===== src/rtl/mem_initiator.sv =====
// mem_initiator: 2-deep command FIFO feeding a single-outstanding memory access FSM with handshake checking
module mem_initiator #(
    parameter int ADDR_W = 4,
    parameter int DATA_W = 32
) (
    input  logic              clk,
    input  logic              rst,
    input  logic              Cmd_valid,
    output logic              Cmd_ready,
    input  logic              Cmd_wr,
    input  logic [ADDR_W-1:0] Cmd_addr,
    input  logic [DATA_W-1:0] Cmd_wdata,
    output logic              Rsp_valid,
    input  logic              Rsp_ready,
    output logic [DATA_W-1:0] Rsp_data,
    output logic              Rsp_err,
    output logic              En,
    output logic              Rr_en,
    output logic              Rw_en,
    output logic [ADDR_W-1:0] Address,
    output logic [DATA_W-1:0] Data_in,
    input  logic [DATA_W-1:0] Data_out,
    input  logic              Valid_out,
    output logic [7:0]        Err_cnt
);
    typedef enum logic [1:0] {IDLE, ISSUE, CHECK, RESP} state_t;
    state_t state, state_nx;
    logic [1:0] count;
    logic wptr, rptr, push, pop, cmd_wr, chk_err;
    logic f_wr [2];
    logic [ADDR_W-1:0] f_addr [2];
    logic [DATA_W-1:0] f_wdata [2];
    assign Cmd_ready = count != 2'd2;
    assign push = Cmd_valid && Cmd_ready;
    // case inequality so an undriven (X) Valid_out is flagged as a failure
    assign chk_err = cmd_wr ? (Valid_out !== 1'b0) : (Valid_out !== 1'b1);
    always_comb begin
        state_nx = state;
        pop = 1'b0;
        En = 1'b0;
        Rr_en = 1'b0;
        Rw_en = 1'b0;
        Rsp_valid = 1'b0;
        case (state)
            IDLE: begin
                pop = count != 2'd0;
                state_nx = pop ? ISSUE : IDLE;
            end
            ISSUE: begin
                En = 1'b1;
                Rr_en = !cmd_wr;
                Rw_en = cmd_wr;
                state_nx = CHECK;
            end
            CHECK: state_nx = RESP;
            RESP: begin
                Rsp_valid = 1'b1;
                state_nx = Rsp_ready ? IDLE : RESP;
            end
            default: state_nx = IDLE;
        endcase
    end
    always_ff @(posedge clk) begin
        if (push) begin
            f_wr[wptr] <= Cmd_wr;
            f_addr[wptr] <= Cmd_addr;
            f_wdata[wptr] <= Cmd_wdata;
        end
    end
    always_ff @(posedge clk or negedge rst) begin
        if (!rst) begin
            state <= IDLE;
            count <= 2'd0;
            wptr <= 1'b0;
            rptr <= 1'b0;
            cmd_wr <= 1'b0;
            Address <= '0;
            Data_in <= '0;
            Rsp_data <= '0;
            Rsp_err <= 1'b0;
            Err_cnt <= 8'd0;
        end else begin
            state <= state_nx;
            count <= count + {1'b0, push} - {1'b0, pop};
            wptr <= wptr ^ push;
            rptr <= rptr ^ pop;
            if (pop) begin
                cmd_wr <= f_wr[rptr];
                Address <= f_addr[rptr];
                Data_in <= f_wdata[rptr];
            end
            if (state == CHECK) begin
                Rsp_data <= cmd_wr ? '0 : Data_out;
                Rsp_err <= chk_err;
                if (chk_err && Err_cnt != 8'hff) Err_cnt <= Err_cnt + 8'd1;
            end
        end
    end
endmodule


===== config.mk =====
export PLATFORM = sky130hd
export DESIGN_NAME = mem_initiator
export DESIGN_NICKNAME = d
export VERILOG_FILES = /design/src/rtl/mem_initiator.sv
export SDC_FILE = /design/constraint.sdc
export NUM_CORES = 1
export LEC_CHECK = 0
export CORE_UTILIZATION = 44
export DETAILED_ROUTE_END_ITERATION = 10
export GPL_ROUTABILITY_DRIVEN = 0
export GPL_TIMING_DRIVEN = 0
export PLACE_DENSITY = 0.72
export SLEW_MARGIN = 20
export SYNTH_ARGS = -nofsm -noshare
export SYNTH_HDL_FRONTEND = slang
export SYNTH_SLANG_ARGS = --single-unit

===== constraint.sdc =====
create_clock -name clk -period 2.65 [get_ports clk]
set_input_delay 0.6625 -clock clk [delete_from_list [all_inputs] [get_ports clk]]
set_output_delay 0.6625 -clock clk [all_outputs]
set_load 0.01 [all_outputs]

==> flow_summary.ini, run 1 <==
[global_routing]
grt_max_degree = 69
grt-ovfl-total = 0
grt_usage = 0.191
grt_pass1_wl_mm = 20.6
antenna_found_initial = 0
grt_pass1_vias = 4037

[worst_setup_path]
worstPathRequired_ps = 1990
cpMaxStageDelayCell = clkdlybuf4s50_1
cp_num_buf_inv = 2
crit_type = reg -> out
regToRegSetupSlack_ps = 690
r2r_start = state[1]
path_max_fanout = 19
reg2reg_to = count[1]
endpoint = Rw_en
cp.arrival_ps = 1810
crit_cells = 3
cpPeakStageDelay_ps = 550
crit_path_end_kind = primary output
cp_cell_sequence = buf_2 -> and2_1 -> clkdlybuf4s50_1
crit_start = cmd_wr
r2r_cells = 6
cp-start-kind = register
cpLargestDelayFamily = buffers and inverters

[pwr]
power.leakage_nw = 3.45
power_density_nw_per_um2 = 1160
power_mw = 10.1
clock_power_share = 0.246
p_int_mw = 7.02
switching_power_mw = 3.04
pwr-share-seq = 0.382
p_comb_frac = 0.372
swShare = 0.302
vdd_ir_drop_max_v = 0.000587

[timing]
finalHoldViolCount = 0
max_freq_mhz = 405
min_period_ps = 2470
slew_violations = 0
fin_skew_ps = 7.11
rsz0062_at_grt = no
worst_pin_slew_ps = 605
setup_viol = 0
post-route-period-util = 0.932
slew_headroom = 0.597

[final_layout]
stdcell_count = 771
area_growth_pct = 40.4
layout_common_cells = clkdlybuf4s50_1, dfrtp_1, edfxtp_1
fin_util = 0.643
drive_above_1_share = 0.218
final_common_cell = clkdlybuf4s50_1
fin_nets = 659
antenna_cells = 0

[drt]
dr.pass1.iters = 4
routed-wl-met3_um = 569
highest_layer = met4
vias = 3805
routedWlPerCell_um = 16.7
final_antenna_net_count = 0
drc_errors = 0
met1_length_mm = 5.38
drtIter0Drc = 169
viasPerCell = 4.94
met2_length_mm = 6.69
wl_mm = 12.8

[cts]
hold_buffers = 0
tritoncts = built
cts-root-buf = clkbuf_16
cts.sinks = 158
clk_pin_slew_ps = 60
post_cts_buffers = 0
clock_latency_ps = 420
cts_resized = 0
clockBufferDepth = 2
htreeDepth = 4
cts-buffers-inserted = 17

[synth]
synthAdderAreaFrac = 0.00610
synthXorXnorAreaFrac = 0.0130
synth_area_um2 = 6160
synth_top_family_by_area = multiplexers
synthesis.nets = 482
synthMuxAreaShare = 0.148
synthCells = 405
synth_warnings = 0
synth-simple-area-share = 0.103
synth_cell_types = 27
synth_compound_area_frac = 0.00874
syn_area_per_cell_um2 = 15.2
ys_seq_area_frac = 0.702
synth_seq_cells = 158

[outcome]
status = finished clean

[floorplanning]
die_area_um2 = 14500
core_area_um2 = 13500
boundaryPins = 156
die_width_um = 120
fp-row-count = 42
die_h_um = 120
initial_core_util = 0.458

[place]
dpl.hpwl_mm = 8.96
port_buffers = 155
dp.cells = 740

[job]
drv_cap = 0

[hold_path]
hp-class = in -> async
## per-stage QoR
stage / setup slack, ps / TNS, ps / area (um2) / hold slack, ps
3_5_place_dp: 247 / 0 / 8040 / 456
2_1_floorplan: 500 / 0 / 6160 / 367
5_1_grt: 56.7 / 0 / 8650 / 59.1
4_1_cts: 130 / 0 / 8650 / 59.7
3_3_place_gp: -2440 / -253890 / 7930 / 452
6_report: 179 / 0 / 8650 / 69.1
## final cells by class
cell class	count	area [um2]
Buffer	19	91.3
Multi-Input combinational cell	222	1730
Sequential cell	158	4320
Inverter	5	18.8
Clock buffer	22	484
Timing Repair Buffer	159	1660
Fill cell	1013	4800
Clock inverter	10	124
Tap cell	176	220
## power groups by stage
stage / sequential, mW / clock, mW / combinational [mW]
final: 3.85 / 2.47 / 3.74
after global routing: 3.95 / 2.63 / 4.06
after CTS: 3.85 / 2.51 / 3.80
after detailed placement: 3.89 / 0 / 3.80
after global placement: 3.87 / 0 / 3.61
after floorplan: 4.07 / 0 / 1.76
## layer usage
metal,track usage,vias to the layer above
li1,-,1800
met1,0.235,1902
met2,0.322,86
met3,0.0514,17
met4,0.0725,0
met5,0,-
## state kept, by name, summed over array words and instances, names as in the netlist
name	cells
Address	4
wptr	1
count	2
Err_cnt	8
Rsp_err	1
Data_in	32
f_wr	2
cmd_wr	1
f_wdata	64
state	2
f_addr	8
Rsp_data	32
rptr	1
## synth_stat cells, drive strengths merged
cell | instances | share of area
xnor2 | 4 | 0.0057
buf | 16 | 0.013
nor2 | 2 | 0.0012
nand4 | 2 | 0.0020
dfrtp | 84 | 0.34
edfxtp | 74 | 0.36
o21ai | 3 | 0.0024
a2111oi | 1 | 0.0014
nor2b | 3 | 0.0030
a31oi | 2 | 0.0020
mux2 | 81 | 0.15
nor4 | 4 | 0.0061
clkbuf | 4 | 0.0024
nand2b | 4 | 0.0041
inv | 5 | 0.0030
o211a | 1 | 0.0016
nor3 | 2 | 0.0016
ha | 3 | 0.0061
nand2 | 70 | 0.043
nand3 | 2 | 0.0016
and2 | 2 | 0.0020
xor2 | 3 | 0.0073
a21o | 1 | 0.0012
nand3b | 32 | 0.039
## worst register-to-register path, delay by kind of cell (launching register included)
family                     cells  cell delay [ps]
xor gates and xnor gates       3              380
DFF                            1              440
and+or+nand+nor                1              460
adders and majority gates      1              180
buffers and inverters          1              360
## how the worst min path moves through the flow
stage            startpoint           end  slack [ps]
6_report                rst    Data_in[7]          70
5_1_grt                 rst    Data_in[9]          60
3_5_place_dp   Rsp_data[31]  Rsp_data[31]         460
4_1_cts                 rst   Data_in[10]          60
3_3_place_gp   Rsp_data[23]  Rsp_data[23]         450
2_1_floorplan           rst    Address[0]         370
## cells by family after synthesis
logic type	after synthesis
muxes	81
buffers and inverters	25
adders and majority gates	3
AOI/OAI and AO/OA	8
xor gates and xnor gates	7
DFF	158
and+or+nand+nor	123
Note: power is estimated with default switching activity, not from simulation.
==> inputs of run 2 (changes only) <==
HOLD_SLACK_MARGIN = 0.12   (was default)
==> flow_summary.ini, run 2 (synthesis results as in run 1) <==
[hold_path]
min-delay-start = Rsp_data[31]
min_to = Rsp_data[31]
hp-class = reg -> reg
min_delay_path_depth = 2

[pwr]
power.leakage_nw = 3.46
vdd_ir_drop_max_v = 0.000587
power_density_nw_per_um2 = 1160
power_mw = 10.1

[worst_setup_path]
cpLargestDelayFamily = buffers and inverters
worstPathRequired_ps = 1990
cpMaxStageDelayCell = clkdlybuf4s50_1
cpPeakStageDelay_ps = 550
cp.arrival_ps = 1810
reg2reg_to = count[1]
r2r_cells = 6
crit_path_end_kind = primary output
regToRegSetupSlack_ps = 690
cp_num_buf_inv = 2
crit_cells = 3
crit_type = reg -> out
path_max_fanout = 19
cp-start-kind = register
cp_cell_sequence = buf_2 -> and2_1 -> clkdlybuf4s50_1
r2r_start = state[1]

[final_layout]
largest_register = f_wdata
stdcell_count = 772
drive_above_1_share = 0.218
top_regs = f_wdata (64), Data_in (32), Rsp_data (32)
layout_common_cells = clkdlybuf4s50_1, dfrtp_1, edfxtp_1
fin_nets = 660
final_common_cell = clkdlybuf4s50_1
largest_reg_flops = 64
fillers = 1010
area_growth_pct = 40.6
antenna_cells = 0
design_area_um2 = 8660

[timing]
max_freq_mhz = 404
finalHoldViolCount = 0
min_period_ps = 2470
setup_viol = 0
rsz0062_at_grt = no
slew_headroom = 0.597
post-route-period-util = 0.933
fin_skew_ps = 7.08
slew_violations = 0
worst_pin_slew_ps = 605

[floorplanning]
core_area_um2 = 13500
die_h_um = 120
boundaryPins = 156
die_width_um = 120
die_area_um2 = 14500
fp-row-count = 42
initial_core_util = 0.458

[cts]
clock_latency_ps = 420
htreeDepth = 4
post_cts_buffers = 0
tritoncts = built
cts_resized = 0
cts-buffers-inserted = 17
clk_pin_slew_ps = 60
cts-root-buf = clkbuf_16
clockBufferDepth = 2
cts.sinks = 158

[global_routing]
grt_usage = 0.191
grt_max_degree = 69
antenna_found_initial = 0
grt-ovfl-total = 0
grt_pass1_wl_mm = 20.7
grt_pass1_vias = 4041

[drt]
routedWlPerCell_um = 16.6
drc_errors = 0
viasPerCell = 4.94
final_antenna_net_count = 0
vias = 3817
drtIter0Drc = 182
dr.pass1.iters = 4
wl_mm = 12.9

[place]
dp.cells = 740
dpl.hpwl_mm = 8.96
port_buffers = 155
placed_area_um2 = 8040

[job]
drv_cap = 0

[outcome]
status = finished clean
run 2: cell count changes in the layout (fill, tap and decap cells not counted), sizes merged:
cell,previous run,this run
dlygate4sd3,0,1
run 2: final cells by class:
class | instances | area [um2] | area share
clock inverters | 10 | 124 | 0.0143
flip-flops and latches | 158 | 4320 | 0.499
repair buffers | 160 | 1670 | 0.192
inverters | 5 | 18.8 | 0.00217
plain buffers | 19 | 91.3 | 0.0105
multi-input cells | 222 | 1730 | 0.200
clock buffers | 22 | 484 | 0.0559
well taps | 176 | 220 | 0.0254
run 2: per-stage QoR:
| stage | setup slack [ps] | util | setup TNS (ps) | hold slack [ps] |
|---|---|---|---|---|
| 6_report | 178 | 0.644 | 0 | 467 |
| 5_1_grt | 56.7 | 0.644 | 0 | 490 |
| 4_1_cts | 130 | 0.644 | 0 | 470 |
| 3_5_place_dp | 247 | 0.598 | 0 | 456 |
| 3_3_place_gp | -2440 | 0.590 | -253890 | 452 |
| 2_1_floorplan | 500 | - | 0 | 367 |
run 2: timing repair:
action | 4_1_cts | 5_1_grt
endpoints found under the hold margin | 16 | 0
endpoints found under the setup margin | 1 | 0
hold buffers | 1 | 0
run 2: worst max-delay path by stage:
| stage | startpoint | slack, ps | endpoint |
|---|---|---|---|
| 2_1_floorplan | Cmd_valid | 500 | f_addr[0][0] |
| 5_1_grt | state[0] | 60 | Rr_en |
| 6_report | cmd_wr | 180 | Rw_en |
| 3_5_place_dp | Cmd_valid | 250 | f_wdata[1][22] |
| 3_3_place_gp | rst | -2440 | Rsp_data[1] |
| 4_1_cts | cmd_wr | 130 | Rw_en |
run 2: worst register-to-register path, stage by stage, from the launching register on:
cell,delay (ps)
dfrtp_1,440
nor3_1,460
buf_2,360
xnor2_1,160
ha_1,180
xnor2_1,130
xnor2_1,90
run 2: layer usage:
layer / vias up / GRT usage / wire [um]
met5: - / 0 / 0
met4: 0 / 0.0725 / 200
li1: 1800 / - / -
met1: 1910 / 0.235 / 5390
met3: 17 / 0.0514 / 564
met2: 90 / 0.322 / 6690
run 2: report_power, final:
| group | switching, mW | internal [mW] | total, mW |
|---|---|---|---|
| combinational | 1.67 | 2.07 | 3.74 |
| sequential | 0.397 | 3.45 | 3.85 |
| clock | 0.971 | 1.50 | 2.47 |
| total | 3.04 | 7.03 | 10.1 |
==> inputs of run 3 (changes only) <==
CTS_CLUSTER_DIAMETER = 50   (was default)
==> results of run 3 <==
Same layout as run 2: the final DEF is identical, and so are final timing and power.
